$ cat src/rtl/hazard_ctrl_if.sv
// -----------------------------------------------------------------------------
// hazard_ctrl_if
//   Bundles the decode, write-back and branch signals that the hazard
//   controller consumes, and the issue/stall/flush/status signals it returns.
//   master : decode/execute side (drives dec_*, wb_*, br_taken_i)
//   slave  : hazard controller (drives issue_o, stall_o, flush_o, pending_o,
//            stall_cnt_o, err_o)
// -----------------------------------------------------------------------------
interface hazard_ctrl_if #(
    parameter int NUM_REGS = 16
);
    localparam int AW = $clog2(NUM_REGS);

    logic                dec_valid_i;
    logic [AW-1:0]       dec_r1_addr_i;
    logic                dec_r1_used_i;
    logic [AW-1:0]       dec_r2_addr_i;
    logic                dec_r2_used_i;
    logic [AW-1:0]       dec_rd_addr_i;
    logic                dec_wr_i;
    logic                wb_en_i;
    logic [AW-1:0]       wb_addr_i;
    logic                br_taken_i;

    logic                issue_o;
    logic                stall_o;
    logic                flush_o;
    logic [NUM_REGS-1:0] pending_o;
    logic [15:0]         stall_cnt_o;
    logic                err_o;

    modport master (
        output dec_valid_i, dec_r1_addr_i, dec_r1_used_i, dec_r2_addr_i,
               dec_r2_used_i, dec_rd_addr_i, dec_wr_i, wb_en_i, wb_addr_i,
               br_taken_i,
        input  issue_o, stall_o, flush_o, pending_o, stall_cnt_o, err_o
    );

    modport slave (
        input  dec_valid_i, dec_r1_addr_i, dec_r1_used_i, dec_r2_addr_i,
               dec_r2_used_i, dec_rd_addr_i, dec_wr_i, wb_en_i, wb_addr_i,
               br_taken_i,
        output issue_o, stall_o, flush_o, pending_o, stall_cnt_o, err_o
    );
endinterface

$ cat src/rtl/hazard_ctrl.sv
// -----------------------------------------------------------------------------
// hazard_ctrl
//   Decode-stage issue/hazard controller. Tracks in-flight register writes in
//   a per-register counter scoreboard, stalls decode on RAW hazards (with
//   same-cycle write-back bypass), stalls when a destination counter is full,
//   runs the post-branch flush window and counts stall cycles.
// Ports
//   clk_i    : clock
//   reset_i  : asynchronous active-low reset
//   hif      : hazard_ctrl_if.slave
//              in : dec_* (decode instruction), wb_* (write-back), br_taken_i
//              out: issue_o/stall_o (comb), flush_o (registered state),
//                   pending_o, stall_cnt_o (saturating), err_o (sticky)
// -----------------------------------------------------------------------------
module hazard_ctrl #(
    parameter int NUM_REGS     = 16,
    parameter int CNT_W        = 2,
    parameter int FLUSH_CYCLES = 2
) (
    input  logic          clk_i,
    input  logic          reset_i,
    hazard_ctrl_if.slave  hif
);
    localparam int              AW      = $clog2(NUM_REGS);
    localparam logic [CNT_W-1:0] CMAX    = '1;
    localparam logic [CNT_W-1:0] CONE    = CNT_W'(1);
    localparam logic [2:0]       FRELOAD = 3'(FLUSH_CYCLES - 1);

    typedef enum logic {IDLE, FLUSH} state_t;

    state_t              state_q, state_d;
    logic [2:0]          fcnt_q, fcnt_d;

    logic [CNT_W-1:0]    cnt_q [NUM_REGS];
    logic [NUM_REGS-1:0] clr;     // write-back retiring a write to reg i
    logic [NUM_REGS-1:0] set;     // issuing instruction allocates reg i
    logic [NUM_REGS-1:0] busy;    // eff[i] != 0 (count after this cycle's wb)
    logic [NUM_REGS-1:0] wb_err;  // write-back to an idle register

    logic                haz, can_go, issue, stall, flush;
    logic                err_q;
    logic [15:0]         stall_cnt_q;

    // ---------------- scoreboard ----------------
    for (genvar i = 0; i < NUM_REGS; i++) begin : g_reg
        assign clr[i]    = hif.wb_en_i && (hif.wb_addr_i == AW'(i));
        assign set[i]    = issue && hif.dec_wr_i && (hif.dec_rd_addr_i == AW'(i));
        // A write-back this cycle hides the last in-flight write (write-through RF).
        assign busy[i]   = (cnt_q[i] > CONE) || ((cnt_q[i] == CONE) && !clr[i]);
        assign wb_err[i] = clr[i] && (cnt_q[i] == '0);
        assign hif.pending_o[i] = (cnt_q[i] != '0);

        // No overflow: issue is blocked while cnt[rd] is at max.
        always_ff @(posedge clk_i or negedge reset_i) begin
            if (!reset_i)
                cnt_q[i] <= '0;
            else if (set[i] && !clr[i])
                cnt_q[i] <= cnt_q[i] + CONE;
            else if (clr[i] && !set[i] && (cnt_q[i] != '0))
                cnt_q[i] <= cnt_q[i] - CONE;
        end
    end

    assign haz = (hif.dec_r1_used_i && busy[hif.dec_r1_addr_i])
               | (hif.dec_r2_used_i && busy[hif.dec_r2_addr_i])
               | (hif.dec_wr_i && (cnt_q[hif.dec_rd_addr_i] == CMAX));

    // ---------------- branch FSM: state register ----------------
    always_ff @(posedge clk_i or negedge reset_i) begin
        if (!reset_i) begin
            state_q <= IDLE;
            fcnt_q  <= '0;
        end else begin
            state_q <= state_d;
            fcnt_q  <= fcnt_d;
        end
    end

    // ---------------- branch FSM: next state ----------------
    always_comb begin
        state_d = state_q;
        fcnt_d  = fcnt_q;
        case (state_q)
            IDLE: begin
                if (hif.br_taken_i) begin
                    state_d = FLUSH;
                    fcnt_d  = FRELOAD;
                end
            end
            FLUSH: begin
                // A new taken branch restarts the window.
                if (hif.br_taken_i)
                    fcnt_d = FRELOAD;
                else if (fcnt_q == '0)
                    state_d = IDLE;
                else
                    fcnt_d = fcnt_q - 3'd1;
            end
            default: state_d = IDLE;
        endcase
    end

    // ---------------- outputs ----------------
    // Nothing issues in the branch cycle or the flush window, so wrong-path
    // instructions never reach the scoreboard. Reset also blocks issue.
    always_comb begin
        can_go = reset_i && hif.dec_valid_i && (state_q == IDLE) && !hif.br_taken_i;
        issue  = can_go && !haz;
        stall  = can_go && haz;
        flush  = (state_q == FLUSH);
    end

    // ---------------- stall counter / error flag ----------------
    always_ff @(posedge clk_i or negedge reset_i) begin
        if (!reset_i) begin
            stall_cnt_q <= '0;
            err_q       <= 1'b0;
        end else begin
            if (stall && (stall_cnt_q != 16'hFFFF))
                stall_cnt_q <= stall_cnt_q + 16'd1;
            if (|wb_err)
                err_q <= 1'b1;
        end
    end

    assign hif.issue_o     = issue;
    assign hif.stall_o     = stall;
    assign hif.flush_o     = flush;
    assign hif.stall_cnt_o = stall_cnt_q;
    assign hif.err_o       = err_q;

endmodule

$ cat src/flat_wrapper.sv
// flat-port wrapper written by rule: the top's interface ports become plain ports
module hazard_ctrl_flat 
#(
    parameter int NUM_REGS     = 16,
    parameter int CNT_W        = 2,
    parameter int FLUSH_CYCLES = 2
)
  (clk_i, reset_i, hif_dec_valid_i, hif_dec_r1_addr_i, hif_dec_r1_used_i, hif_dec_r2_addr_i, hif_dec_r2_used_i, hif_dec_rd_addr_i, hif_dec_wr_i, hif_wb_en_i, hif_wb_addr_i, hif_br_taken_i, hif_issue_o, hif_stall_o, hif_flush_o, hif_pending_o, hif_stall_cnt_o, hif_err_o);
  hazard_ctrl_if #(.NUM_REGS(NUM_REGS)) hif_i ();
  input  logic clk_i;
  input  logic reset_i;
  input wire logic [$bits(hif_i.dec_valid_i)-1:0] hif_dec_valid_i;
  input wire logic [$bits(hif_i.dec_r1_addr_i)-1:0] hif_dec_r1_addr_i;
  input wire logic [$bits(hif_i.dec_r1_used_i)-1:0] hif_dec_r1_used_i;
  input wire logic [$bits(hif_i.dec_r2_addr_i)-1:0] hif_dec_r2_addr_i;
  input wire logic [$bits(hif_i.dec_r2_used_i)-1:0] hif_dec_r2_used_i;
  input wire logic [$bits(hif_i.dec_rd_addr_i)-1:0] hif_dec_rd_addr_i;
  input wire logic [$bits(hif_i.dec_wr_i)-1:0] hif_dec_wr_i;
  input wire logic [$bits(hif_i.wb_en_i)-1:0] hif_wb_en_i;
  input wire logic [$bits(hif_i.wb_addr_i)-1:0] hif_wb_addr_i;
  input wire logic [$bits(hif_i.br_taken_i)-1:0] hif_br_taken_i;
  output wire logic [$bits(hif_i.issue_o)-1:0] hif_issue_o;
  output wire logic [$bits(hif_i.stall_o)-1:0] hif_stall_o;
  output wire logic [$bits(hif_i.flush_o)-1:0] hif_flush_o;
  output wire logic [$bits(hif_i.pending_o)-1:0] hif_pending_o;
  output wire logic [$bits(hif_i.stall_cnt_o)-1:0] hif_stall_cnt_o;
  output wire logic [$bits(hif_i.err_o)-1:0] hif_err_o;
  assign hif_i.dec_valid_i = hif_dec_valid_i;
  assign hif_i.dec_r1_addr_i = hif_dec_r1_addr_i;
  assign hif_i.dec_r1_used_i = hif_dec_r1_used_i;
  assign hif_i.dec_r2_addr_i = hif_dec_r2_addr_i;
  assign hif_i.dec_r2_used_i = hif_dec_r2_used_i;
  assign hif_i.dec_rd_addr_i = hif_dec_rd_addr_i;
  assign hif_i.dec_wr_i = hif_dec_wr_i;
  assign hif_i.wb_en_i = hif_wb_en_i;
  assign hif_i.wb_addr_i = hif_wb_addr_i;
  assign hif_i.br_taken_i = hif_br_taken_i;
  assign hif_issue_o = hif_i.issue_o;
  assign hif_stall_o = hif_i.stall_o;
  assign hif_flush_o = hif_i.flush_o;
  assign hif_pending_o = hif_i.pending_o;
  assign hif_stall_cnt_o = hif_i.stall_cnt_o;
  assign hif_err_o = hif_i.err_o;
  hazard_ctrl #(.NUM_REGS(NUM_REGS), .CNT_W(CNT_W), .FLUSH_CYCLES(FLUSH_CYCLES)) u_core (.clk_i(clk_i), .reset_i(reset_i), .hif(hif_i));
endmodule
$ cat config.mk
export PLATFORM = sky130hd
export DESIGN_NAME = hazard_ctrl_flat
export DESIGN_NICKNAME = d
export VERILOG_FILES = /design/src/rtl/hazard_ctrl_if.sv /design/src/rtl/hazard_ctrl.sv /design/src/flat_wrapper.sv
export SDC_FILE = /design/constraint.sdc
export NUM_CORES = 1
export LEC_CHECK = 0
export CORE_MARGIN = 2
export CORE_UTILIZATION = 30
export CTS_BUF_LIST = sky130_fd_sc_hd__clkbuf_8 sky130_fd_sc_hd__clkbuf_16
export DETAILED_ROUTE_END_ITERATION = 10
export GPL_TIMING_DRIVEN = 1
export HOLD_SLACK_MARGIN = 0.06
export PLACE_DENSITY = 0.45
export REMOVE_ABC_BUFFERS = 1
export SETUP_SLACK_MARGIN = 0.15
export SYNTH_ARGS = -nofsm -noshare
export SYNTH_HDL_FRONTEND = slang
export SYNTH_SLANG_ARGS = --single-unit
$ cat constraint.sdc
create_clock -name clk_i -period 3.65 [get_ports clk_i]
set_input_delay 0.365 -clock clk_i [delete_from_list [all_inputs] [get_ports clk_i]]
set_output_delay 0.365 -clock clk_i [all_outputs]
set_load 0.02 [all_outputs]
After elaboration in Yosys (flattened, before gate mapping). Index checks and enable logic that the tools add are counted.

Register bits: 53. Latch bits: 0. RAM bits: 0. Memory bits (read-only): 0. Input bits: 24. Output and inout bits: 36. Logic and storage cells: 399. Memories kept: 0.

Add/subtract/negate cells: 34. Multipliers: 0. Divide/modulo/power cells: 0. Order comparisons: 19. Equality and inequality tests: 50. Shift-type cells: 0. Mux-type cells: 47. Bitwise logic cells: 4. Reduce and logical (&&, ||, !) cells: 225.

Operator list (count): $logic_and A1 B1 Y1 (122); $mux W2 (34); $eq A4 B4 Y1 const B (16); $reduce_bool A2 Y1 (32); $logic_not A1 Y1 (34); $add A2 B1 Y2 const B (16); $eq A2 B1 Y1 const B (16); $eq A4 B3 Y1 const B (8); $gt A2 B1 Y1 const B (16); $logic_not A2 Y1 (16); $sub A2 B1 Y2 const B (16); $add A16 B1 Y16 const B (1); $eq A4 B2 Y1 const B (4); $logic_or A1 B1 Y1 (16); $ne A16 B16 Y1 const B (1); $reduce_or A16 Y1 (1); $lt A4 B5 Y1 const B (2); $mux W3 (3); $bmux W1 S4 (2); $bmux W2 S4 (1); $eq A4 B1 Y1 const B (2); $logic_not A4 Y1 (2); $pmux W3 S2 (1); $ge A5 B5 Y1 const B (1); 11 further kinds (16).

Longest topological paths before layout.
Depth in word-level cells: 19. Gate-level depth with buffers: 11. Gate-level depth less buffers: 10.

Worst setup path after synthesis. OpenSTA, ideal clock, no wires.

Path type: register to register. From: register u_core.cnt_q[1] (netlist bit). To: register u_core.cnt_q[18] (netlist bit). Data arrival time: 2.719 ns. Data required time: 3.519 ns. Setup slack: 0.800 ns. Cell stages (with the launch flop): 11. Period minus slack after synthesis: 2.850 ns. Cell sequence: dfrtp_1 -> inv_1 -> ha_1 -> o21ai_0 -> a31oi_1 -> or4_4 -> a211o_2 -> a2111oi_4 -> buf_6 -> a21oi_1 -> or3_1.

Longest elaborated chain between the ends: 16. Elaborated cells between the ends (all ways): 27.

Ends and longest elaborated chain: start, declared (RTL line hazard_ctrl.sv:34) `logic [CNT_W-1:0] cnt_q [NUM_REGS];`; start signal, assigned by index (RTL line hazard_ctrl.sv:58) `cnt_q[i] <= cnt_q[i] + CONE;`; start signal, assigned by index (RTL line hazard_ctrl.sv:60) `cnt_q[i] <= cnt_q[i] - CONE;`; $eq A2 B1 Y1 (RTL line hazard_ctrl.sv:49) `assign busy[i] = (cnt_q[i] > CONE) || ((cnt_q[i] == CONE) && !clr[i]);`; $logic_and A1 B1 Y1 (RTL line hazard_ctrl.sv:49); $logic_or A1 B1 Y1 (RTL line hazard_ctrl.sv:49); $bmux W1 S4, on equally long branches (RTL line hazard_ctrl.sv:64, hazard_ctrl.sv:65); $mux W1, on equally long branches (RTL line hazard_ctrl.sv:64, hazard_ctrl.sv:65); $logic_and A1 B1 Y1, on equally long branches (RTL line hazard_ctrl.sv:64, hazard_ctrl.sv:65); $or A1 B1 Y1 (RTL line hazard_ctrl.sv:65) `| (hif.dec_r2_used_i && busy[hif.dec_r2_addr_i])`; $or A1 B1 Y1 * (RTL line hazard_ctrl.sv:66) `| (hif.dec_wr_i && (cnt_q[hif.dec_rd_addr_i] == CMAX));`; $logic_not A1 Y1 * (RTL line hazard_ctrl.sv:108) `issue = can_go && !haz;`; $logic_and A1 B1 Y1 * (RTL line hazard_ctrl.sv:108); $logic_and A1 B1 Y1 * (2 in series) (RTL line hazard_ctrl.sv:47) `assign set[i] = issue && hif.dec_wr_i && (hif.dec_rd_addr_i == AW'(i));`; $logic_not A1 Y1 (RTL line hazard_ctrl.sv:59) `else if (clr[i] && !set[i] && (cnt_q[i] != '0))`; $logic_and A1 B1 Y1 (2 in series) (RTL line hazard_ctrl.sv:59); $reduce_bool A2 Y1 (no source line).

Every way passes the cells marked *; elsewhere a longest branch is shown, timed or not. The select of a mux whose other input is x is not followed. A chain may end at the register's enable or synchronous reset.

Final worst setup path.
From: input hif_wb_en_i. To: output hif_issue_o.

Longest elaborated chain between the ends: 11. Elaborated cells between the ends (all ways): 74.

Ends and longest elaborated chain: start, declared (RTL line flat_wrapper.sv:19) `input wire logic [$bits(hif_i.wb_en_i)-1:0] hif_wb_en_i;`; $logic_and A1 B1 Y1 (RTL line hazard_ctrl.sv:46) `assign clr[i] = hif.wb_en_i && (hif.wb_addr_i == AW'(i));`; $logic_not A1 Y1 (RTL line hazard_ctrl.sv:49); $logic_and A1 B1 Y1 (RTL line hazard_ctrl.sv:49); $logic_or A1 B1 Y1 (RTL line hazard_ctrl.sv:49); $bmux W1 S4, on equally long branches (RTL line hazard_ctrl.sv:64, hazard_ctrl.sv:65); $mux W1, on equally long branches (RTL line hazard_ctrl.sv:64, hazard_ctrl.sv:65); $logic_and A1 B1 Y1, on equally long branches (RTL line hazard_ctrl.sv:64, hazard_ctrl.sv:65); $or A1 B1 Y1 * (RTL line hazard_ctrl.sv:65); $or A1 B1 Y1 * (RTL line hazard_ctrl.sv:66); $logic_not A1 Y1 * (RTL line hazard_ctrl.sv:108); $logic_and A1 B1 Y1 * (RTL line hazard_ctrl.sv:108); end, declared (RTL line flat_wrapper.sv:22) `output wire logic [$bits(hif_i.issue_o)-1:0] hif_issue_o;`.

Marks and branches as above.

==> metrics.csv <==
metric;value;unit
Pint;1245;uW
post-synthesis async set-or-reset flop share;100.0;%
Vias;6094;
# clock sinks;53;
dpl hpwl;16520;um
R2R Setup Slk;0.37;ns
R2R Path Start;u_core.cnt_q[7]$_DFFE_PN0P_;
Max-Slew Margin vs Limit;48.46;%
clk slew on worst S/H paths;0.08;ns
met3 Usage GRT;2.753;%
Setup Skew;0.009563;ns
share of layout cells above drive strength 1;12.74;%
gpl congestion;0.9395;
total global routing overflow;0;
startpoint types;input port;
IO Pins;60;
Final Hold Viols;0;
static leakage;0.002790;uW
Avg WL per Cell;19.92;um
Max VDD drop;0.2074;mV
clock power share;30.4;%
Pre-antenna DRT Iters;5;
Final Max Slew Viols;0;
final non-filler cell total;1053;
ratio of final minimum period to clock period;91.30;%
Gate Count Post-Synth;719;
Comb pwr share;34.2;%
crit path kind;input port to output pin;
Cell Rows;49;
DR vias/cell;5.787;
Finished Core Util;38.64;%
crit path capture type;output pin;
Avg Synthesized Cell Area;7.632;um^2
GRT busiest layer;met2;
HP Class;input port to async pin;
initial antenna violation count;0;
CP max-delay cell;clkdlybuf4s50_1;
Yosys reg bits;53;
# diodes;0;
DR iter-0 viols;292;
CTS root buffer;clkbuf_16;
synth unique cells;67;
PwrDens;278.7;mW/mm^2
sequential group share of total power;35.3;%
first-pass GRT wire length;32730;um
Die W;139.3;um
CTS Buffer Depth;2;
die area;0.01939;mm^2
Die Y;139.3;um
area delta synth->final;26.47;%
met2 Track Usage GR;34.78;%
Worst EP arrival;2.97;ns
Antenna Nets Post-Route;0;
met1 usage;29.08;%
CP cell instances;clkdlybuf4s50_1 > nor3b_2 > buf_4 > a311oi_1 > or4_4 > a211o_2 > nand2_1 > nand2_1 > nor2_1 > dlygate4sd2_1;
CP max stage delay;0.58;ns
routed wire length;20970;um
critical-path maximum fanout;8;
# hold bufs at CTS;0;
via count of the first global-routing pass;5864;
H-Tree Depth;2;
Initial Utilization;30.55;%
Nets;882;
number of synthesized flops with an enable pin;0;
final setup TNS;0;ns
min Tclk post-route;3.332;ns
switching part of the total;35.62;%
required time worst endpoint;3.28;ns
ys flop type;dfrtp_1;
global-route usage over all layers;21.34;%
TritonCTS Buffers;5;
switching pwr;689.1;uW
# port buffers;59;
RSZ-0062 raised after global routing;no;
Design Area, Final;0.006940;mm^2
Top cell by count, worst path;nand2_1;
largest net degree at the start of global routing;39;
drt drc;0;
Slew @ Worst Pin;0.7672;ns
Worst Setup SP;hif_wb_en_i;
setup violators final;0;
placed insts;1045;
Max Cap Viol;0;
worst skew pair latency;0.31;ns
DP Area;0.006761;mm^2
mapped cell area;0.005488;mm^2
maximum clock rate;300.1;MHz
status;finished clean;
Ys Warns;0;
core area;0.01796;mm^2
Seq/Total Area, Yosys;24.17;%
CTS tree;built;
cells in the final DEF, fill, tap and decap left out, types with 35 or more instances in the layout:
| cell | Yosys | final |
|---|---|---|
| a31oi_1 | 39 | 39 |
| nor2_1 | 50 | 50 |
| buf_4 | 2 | 67 |
| nand3_1 | 52 | 52 |
| inv_1 | 59 | 60 |
| ha_1 | 35 | 35 |
| nor3_1 | 38 | 37 |
| dfrtp_1 | 53 | 53 |
| nand2_1 | 75 | 75 |
| clkdlybuf4s50_1 | 0 | 55 |
logic make-up after synthesis:
family | Yosys count | share of synthesized area (%)
AO/OA/AOI/OAI | 180 | 25.81
flip-flops | 53 | 24.17
buffers and inverters | 91 | 6.976
XOR/XNOR | 20 | 3.192
multiplexers | 2 | 0.4104
adder cells (fa/ha/maj) | 35 | 7.980
AND/OR/NAND/NOR | 338 | 31.46
cells in the mapped netlist (5+ instances only):
| library cell | n | area [um^2] |
|---|---|---|
| nand2_1 | 75 | 281.5 |
| nor2_1 | 50 | 187.7 |
| and3_1 | 12 | 75.07 |
| o31ai_1 | 7 | 52.55 |
| nor3_1 | 38 | 190.2 |
| ha_1 | 35 | 437.9 |
| a211oi_1 | 6 | 45.04 |
| o21ai_0 | 12 | 60.06 |
| dfrtp_1 | 53 | 1326 |
| xnor2_1 | 20 | 175.2 |
| o21bai_1 | 12 | 90.09 |
| inv_1 | 59 | 221.5 |
| nand4_1 | 22 | 137.6 |
| a21oi_1 | 15 | 75.07 |
| a311oi_1 | 18 | 157.7 |
| clkbuf_1 | 17 | 63.81 |
| nor4_1 | 29 | 181.4 |
| or2_1 | 12 | 75.07 |
| nor2b_1 | 9 | 56.30 |
| nand3_1 | 52 | 260.3 |
| nand2b_1 | 10 | 62.56 |
| o311ai_0 | 6 | 52.55 |
| nand3b_1 | 5 | 37.54 |
| or2_2 | 5 | 31.28 |
| o2111ai_1 | 15 | 131.4 |
| a31oi_1 | 39 | 244.0 |
| buf_2 | 9 | 45.04 |
sequential cells by signal, indices dropped and copies added, names as in the netlist:
register	cells
u_core.hif.flush_o	1
u_core.hif.stall_cnt_o	16
u_core.cnt_q	32
u_core.fcnt_q	3
u_core.hif.err_o	1
final timing paths:
kind | end | depth (start not counted)
worst max-delay path | hif_issue_o | 10
worst min-delay path | u_core.cnt_q[14]$_DFFE_PN0P_ | 2
worst max register to register | u_core.cnt_q[1]$_DFFE_PN0P_ | 12
worst min register to register | u_core.hif.stall_cnt_o[7]$_DFFE_PN0P_ | 1
max in group asynchronous | u_core.cnt_q[9]$_DFFE_PN0P_ | 3
min in group clk_i | u_core.hif.stall_cnt_o[7]$_DFFE_PN0P_ | 1
power groups by stage:
stage / combinational, uW / clock, uW / sequential, uW
2_1_floorplan: 350 / 0 / 702
3_3_place_gp: 644 / 0 / 692
3_5_place_dp: 658 / 0 / 695
4_1_cts: 662 / 604 / 683
5_1_grt: 729 / 631 / 691
6_report: 662 / 589 / 683
repair_timing:
item,CTS,global route
gates resized for setup,9,2
buffers inserted,0,0
endpoints found under the setup margin,2,2
area by class of cell:
type / count / area [um^2]
clock buffer: 5 / 125.1
clock inverter: 3 / 42.54
fill: 1874 / 11020
inverter: 59 / 221.5
multi-input combinational: 575 / 3794
sequential: 53 / 1326
tap: 229 / 286.5
timing repair buffer: 129 / 1145
metal layers:
metal	share of wire, %	wire [um]	vias up
li1	-	-	2930
met4	3.0	630	0
met1	47	9873	2976
met2	46	9723	155
met3	3.5	744	33
met5	0	0	-
worst max-delay path, delay by kind of cell:
| kind | cells | cell delay (ns) |
|---|---|---|
| AO/OA/AOI/OAI | 2 | 0.44 |
| buffers and inverters | 3 | 1.07 |
| AND/OR/NAND/NOR | 5 | 1.09 |
stage by stage:
stage	hold slack, ns	total power [uW]	worst slack, ns
finish	0.1339	1935	0.3176
floorplan	0.06941	1052	0.5061
global route	0.1379	2051	0.1535
detailed placement	0.4728	1353	-0.1014
CTS	0.1257	1949	0.2807
global placement	0.4676	1336	-0.1548
(Power assumes the default switching activity.)
==> edit 1 (same flow settings) <==
`NUM_REGS` is set to 16 in 3 places; all go to 32.
--- a/src/rtl/hazard_ctrl_if.sv
+++ b/src/rtl/hazard_ctrl_if.sv
@@ -7,7 +7,7 @@
 //            stall_cnt_o, err_o)
 // -----------------------------------------------------------------------------
 interface hazard_ctrl_if #(
-    parameter int NUM_REGS = 16
+    parameter int NUM_REGS = 32
 );
     localparam int AW = $clog2(NUM_REGS);
 
--- a/src/rtl/hazard_ctrl.sv
+++ b/src/rtl/hazard_ctrl.sv
@@ -13,7 +13,7 @@
 //                   pending_o, stall_cnt_o (saturating), err_o (sticky)
 // -----------------------------------------------------------------------------
 module hazard_ctrl #(
-    parameter int NUM_REGS     = 16,
+    parameter int NUM_REGS     = 32,
     parameter int CNT_W        = 2,
     parameter int FLUSH_CYCLES = 2
 ) (
--- a/src/flat_wrapper.sv
+++ b/src/flat_wrapper.sv
@@ -1,7 +1,7 @@
 // flat-port wrapper written by rule: the top's interface ports become plain ports
 module hazard_ctrl_flat 
 #(
-    parameter int NUM_REGS     = 16,
+    parameter int NUM_REGS     = 32,
     parameter int CNT_W        = 2,
     parameter int FLUSH_CYCLES = 2
 )
Interface: changed (5 resized); port bits go from 60 to 80. The function was not compared with the original's and may differ.
==> edit 1 against the original RTL <==
  * Final area up 66%
  * Total power rose to 2.7 times the old value
  * Synthesized area up 58%
  * Sequential cell count up 32
  * Clock skew up 0.0065 ns
  * Final cell count is 54% higher
  * Global-route usage up 2.0 points
  * Routed wire length grew 69%
  * Setup slack lost 0.12 ns
  * Critical endpoint is now u_core.cnt_q[47]
  * Largest cell class unchanged
==> edit 1: results (changes against the original RTL) <==
DP HPWL: 27570 um (+67%)
Skew-Pair Late Insertion Delay: 0.38 ns (+0.07 ns)
Max reg flops: 64 (+100%)
Layout cell share with drive strength beyond 1: 20.50% (+7.8 points)
Gr usage total: 23.34% (+2.0 points)
Port bufs: 79 (+34%)
CP peak stage delay: 0.47 ns (-0.11 ns)
Status: finished, final reports clean
Number of H-tree levels: 3 (+1)
Largest net degree at the start of global routing: 50 (+28%)
Worst-Margin Slew: 0.7128 ns (-0.05445 ns)
Vias: 9173 (+51%)
Initial antenna violation count: 1 (+1)
Worst Clk Skew: 0.01609 ns (+0.006523 ns)
Worst slack, placed: -0.4690 ns (-0.3676 ns)
Iteration-0 DRC Markers: 773 (+160%)
Worst VDD drop: 0.0002504 V (+21%)
CP Launch Point: hif_wb_addr_i[1]
Num CTS Buffers: 9 (+4)
WL final: 35430 um (+69%)
GP Congestion: 0.9417 (+0.23%)
Post-synthesis sequential area ratio: 24.48% (+0.31 points)
Post-Place Cells: 1598 (+53%)
Fin nets: 1329 (+51%)
Dpl cell area: 10880 um^2 (+61%)
Post-synthesis cell type count: 90 (+34%)
Leak: 4.721 nW (+69%)
Vias in the first global route: 8968 (+53%)
Register name with the most flops: u_core.cnt_q
Syn Inst Count: 1048 (+46%)
Top cells by area, synth: dfrtp_1 24%, ha_1 9.6%, inv_1 4.9%
## edit 1: metrics by stage
step / hold WS, ns / util (%) / TNS, ns
finish: 0.08404 / 40.25 / 0
global route: 0.1235 / 40.25 / 0
CTS: 0.1230 / 39.45 / 0
detailed placement: 0.4773 / 38.02 / -15.63
global placement: 0.4758 / 38.02 / -16.04
floorplan: 0.06941 / - / -134.56
## edit 1: area by class of cell
type	count	area, um^2
clock buffer	9	225.2
clock inverter	7	76.32
fill	2954	17100
inverter	115	431.7
multi-input combinational	796	6072
sequential	85	2127
tap	384	480.5
timing repair buffer	227	2108
## edit 1: where the power goes
part           total [mW]  switching, mW  internal, mW
Sequential           1.37          0.230          1.14
Clock               0.990          0.501         0.489
Combinational        2.80           1.59          1.21
## edit 1: timing repair
action / CTS / global route
setup endpoints to repair: 31 / 50
endpoints found under the hold margin: 0 / 0
pin swaps: 5 / 4
setup buffers: 3 / 6
gates resized for setup: 29 / 33
## edit 1: logic make-up after synthesis
kind of cell,share of synthesized area (%)
multiplexers,3.168
XOR/XNOR,4.737
AND/OR/NAND/NOR,23.95
flip-flops,24.48
AO/OA/AOI/OAI,25.54
buffers and inverters,8.481
adder cells (fa/ha/maj),9.647
## edit 1: critical path: cells and delay by family
kind | cells | cell delay (ns)
buffers and inverters | 7 | 1.43
and+or+nand+nor | 3 | 0.46
AOI/OAI and AO/OA | 6 | 1.46
## edit 1: final timing paths
check                                        endpoint  depth (start not counted)  slack (ns)
setup / recovery                     u_core.cnt_q[47]                         16        0.19
hold / removal                       u_core.cnt_q[36]                          2        0.08
setup reg to reg                     u_core.cnt_q[47]                         14        0.40
hold reg to reg            u_core.hif.stall_cnt_o[11]                          1        0.49
max in group asynchronous            u_core.cnt_q[38]                          3        2.42
min in group clk_i         u_core.hif.stall_cnt_o[11]                          1        0.49
## edit 1: layer usage
layer,GRT usage (%),part of all wire [%],vias up
li1,-,-,4310
met1,29.97,44,4506
met2,38.41,47,290
met5,0,0.031,-
met4,8.929,3.3,2
met3,4.856,5.7,65
==> edit 2 (same flow settings) <==
Made on the original files. Reset style: synchronous (`reset_i`), changed in 3 clocked blocks. Comments in the files are not updated.
--- a/src/rtl/hazard_ctrl.sv
+++ b/src/rtl/hazard_ctrl.sv
@@ -51,7 +51,7 @@
         assign hif.pending_o[i] = (cnt_q[i] != '0);
 
         // No overflow: issue is blocked while cnt[rd] is at max.
-        always_ff @(posedge clk_i or negedge reset_i) begin
+        always_ff @(posedge clk_i) begin
             if (!reset_i)
                 cnt_q[i] <= '0;
             else if (set[i] && !clr[i])
@@ -66,7 +66,7 @@
                | (hif.dec_wr_i && (cnt_q[hif.dec_rd_addr_i] == CMAX));
 
     // ---------------- branch FSM: state register ----------------
-    always_ff @(posedge clk_i or negedge reset_i) begin
+    always_ff @(posedge clk_i) begin
         if (!reset_i) begin
             state_q <= IDLE;
             fcnt_q  <= '0;
@@ -111,7 +111,7 @@
     end
 
     // ---------------- stall counter / error flag ----------------
-    always_ff @(posedge clk_i or negedge reset_i) begin
+    always_ff @(posedge clk_i) begin
         if (!reset_i) begin
             stall_cnt_q <= '0;
             err_q       <= 1'b0;
Function: differs if reset_i is asserted again (counterexample within 4 cycles, from zero or initial values and one cycle with reset_i low); with reset_i held inactive, the same outputs for 4 cycles.
==> edit 2 against the original RTL <==
  * Routed wire length fell by 33%
  * Total power fell by 22%
  * Global-route usage fell by 3.6 points
  * Die area fell by 17%
  * Hold slack improved by 0.28 ns
  * Register-to-register slack improved by 0.17 ns
  * Clock skew barely moved
  * Utilization rose by 0.52 points
  * Sequential cell count did not move
  * Setup slack improved by 0.057 ns
  * Critical path depth did not move
  * Synthesized area fell by 18%
  * Combinational power fell by 50%
  * Largest power group unchanged
  * Final area fell by 17%
==> edit 2: results (changes against the original RTL) <==
Status: finished, final reports clean
Reg2Reg Setup Slack: 0.54 ns (+0.17 ns)
Worst slack, placed: -0.06282 ns (+0.03858 ns)
Leak: 2.316 nW (-17%)
Routed vias/inst: 5.263 (-9.1%)
Top cells by area, synth: edfxtp_1 21%, ha_1 9.7%, dfxtp_1 9.3%
Worst r2r path cells: 9 (-3)
Top post-synthesis cells by count: 59 x inv_1, 48 x nand2_1, 35 x ha_1, 35 x nor2_1, 32 x edfxtp_1
Register name with the most flops: u_core.cnt_q
CP max FO: 8 (unchanged)
Origin of the worst min-delay path: reset_i
Largest net degree at the start of global routing: 63 (+62%)
Finished Layout Cells: 796 (-24%)
Port bufs: 59 (unchanged)
Hold Path Depth: 3
Synth warn: 0 (unchanged)
Post-synthesis sequential area ratio: 30.53% (+6.4 points)
Worst-Margin Slew: 0.6571 ns (-0.1102 ns)
Vias in the first global route: 4150 (-29%)
Worst VDD drop: 0.0001961 V (-5.4%)
Worst Hold Slack: 0.4092 ns (+0.2753 ns)
EDFF count, synth: 32 (+32)
Number of H-tree levels: 2 (unchanged)
R2R Path End: u_core.cnt_q[2][0]
R2R Path Start: u_core.cnt_q[5][0]
Post-Place Cells: 788 (-25%)
Syn_area_per_cell: 8.553 um^2 (+12%)
Synthesized-area fraction occupied by adder cells: 9.679% (+1.7 points)
First-pass GRT wire length: 22430 um (-31%)
Initial antenna violation count: 0 (unchanged)
GP Congestion: 0.8809 (-6.2%)
Hold WC Path Type: input pin to flip-flop
Period Utilization, post-route: 89.73% (-1.6 points)
Drt pass-1 iters: 5 (unchanged)
Fin nets: 670 (-24%)
Fraction of registers with async set/reset: 0% (-100 points)
DP HPWL: 11170 um (-32%)
Post-Synth XOR/XNOR Area: 0.3872% (-2.8 points)
Worst Clk Skew: 0.009780 ns (+0.0002175 ns)
Iteration-0 DRC Markers: 236 (-19%)
Ys flop type: edfxtp_1
Diode count: 0 (unchanged)
Maximum clock insertion buffer count: 2 (unchanged)
Skew-Pair Late Insertion Delay: 0.31 ns (about the same)
Dpl cell area: 5558 um^2 (-18%)
DR WL/cell: 17.62 um (-12%)
Post-synthesis cell type count: 73 (+9.0%)
Synth Area in Compound Gates: 18.75% (-7.1 points)
Worst EP arrival: 3.28 ns (+0.31 ns)
Gr usage total: 17.75% (-3.6 points)
Mux share of post-synthesis cell area: 8.352% (+7.9 points)
Layout cell share with drive strength beyond 1: 13.73% (+0.98 points)
Min-Delay Endpoint: u_core.fcnt_q[2]
## edit 2: cell count changes in the layout (fill, tap and decap cells not counted), sizes merged, moves of 26 or more
cell | before | now
nor4 | 29 | 1
buf | 71 | 45
mux2i | 0 | 31
nor3 | 38 | 10
edfxtp | 0 | 32
a31oi | 39 | 13
dfrtp | 53 | 0
nand2 | 75 | 48
## edit 2: cells by family after synthesis
logic type                 count (synthesis)
AOI/OAI and AO/OA                        115
xor gates and xnor gates                   2
adders and majority gates                 35
buffers and inverters                     87
DFF                                       53
muxes                                     34
and+or+nand+nor                          203
## edit 2: per-layer routing
metal	routed length (um)	share of wire [%]	global-route usage, %	up-vias
met1	6798	48	24.41	1991
met3	490	3.5	3.332	16
met4	362	2.6	6.335	0
li1	-	-	-	2097
met2	6378	45	27.89	85
met5	0	0	0	-
## edit 2: final cells by class
type | instances | area, um^2
timing repair buffer | 103 | 937.1
clock inverter | 3 | 28.78
inverter | 59 | 221.5
clock buffer | 5 | 125.1
sequential | 53 | 1381
multi-input combinational | 389 | 2810
fill | 1487 | 8910
tap | 184 | 230.2
## edit 2: where the power goes
part,internal [mW],switching [mW]
combinational,0.141,0.190
clock,0.264,0.251
sequential,0.652,0.0182
total,1.06,0.459
## edit 2: what timing repair did
item,CTS,global route
gates resized for setup,9,1
endpoints found under the setup margin,2,3
endpoints found under the hold margin,0,0
setup buffers,0,0
pin swaps,0,1
## edit 2: how the worst max path moves through the flow
stage	startpoint	endpoint
6_report	hif_wb_addr_i[3]	u_core.cnt_q[2][0]
5_1_grt	hif_wb_addr_i[3]	u_core.cnt_q[12][1]
4_1_cts	hif_wb_addr_i[3]	hif_issue_o
3_5_place_dp	hif_wb_addr_i[0]	u_core.cnt_q[12][0]
3_3_place_gp	hif_wb_addr_i[0]	u_core.cnt_q[12][0]
2_1_floorplan	u_core.cnt_q[5][0]	u_core.cnt_q[12][0]
## edit 2: critical path, cell delays in order
cell and delay [ns]:
clkdlybuf4s50_1 0.51, buf_4 0.19, nor3b_4 0.28, a31oi_1 0.17, a21oi_1 0.19, a311oi_2 0.15
o32ai_4 0.44, nand3_2 0.35, or3_4 0.47, o211ai_1 0.15
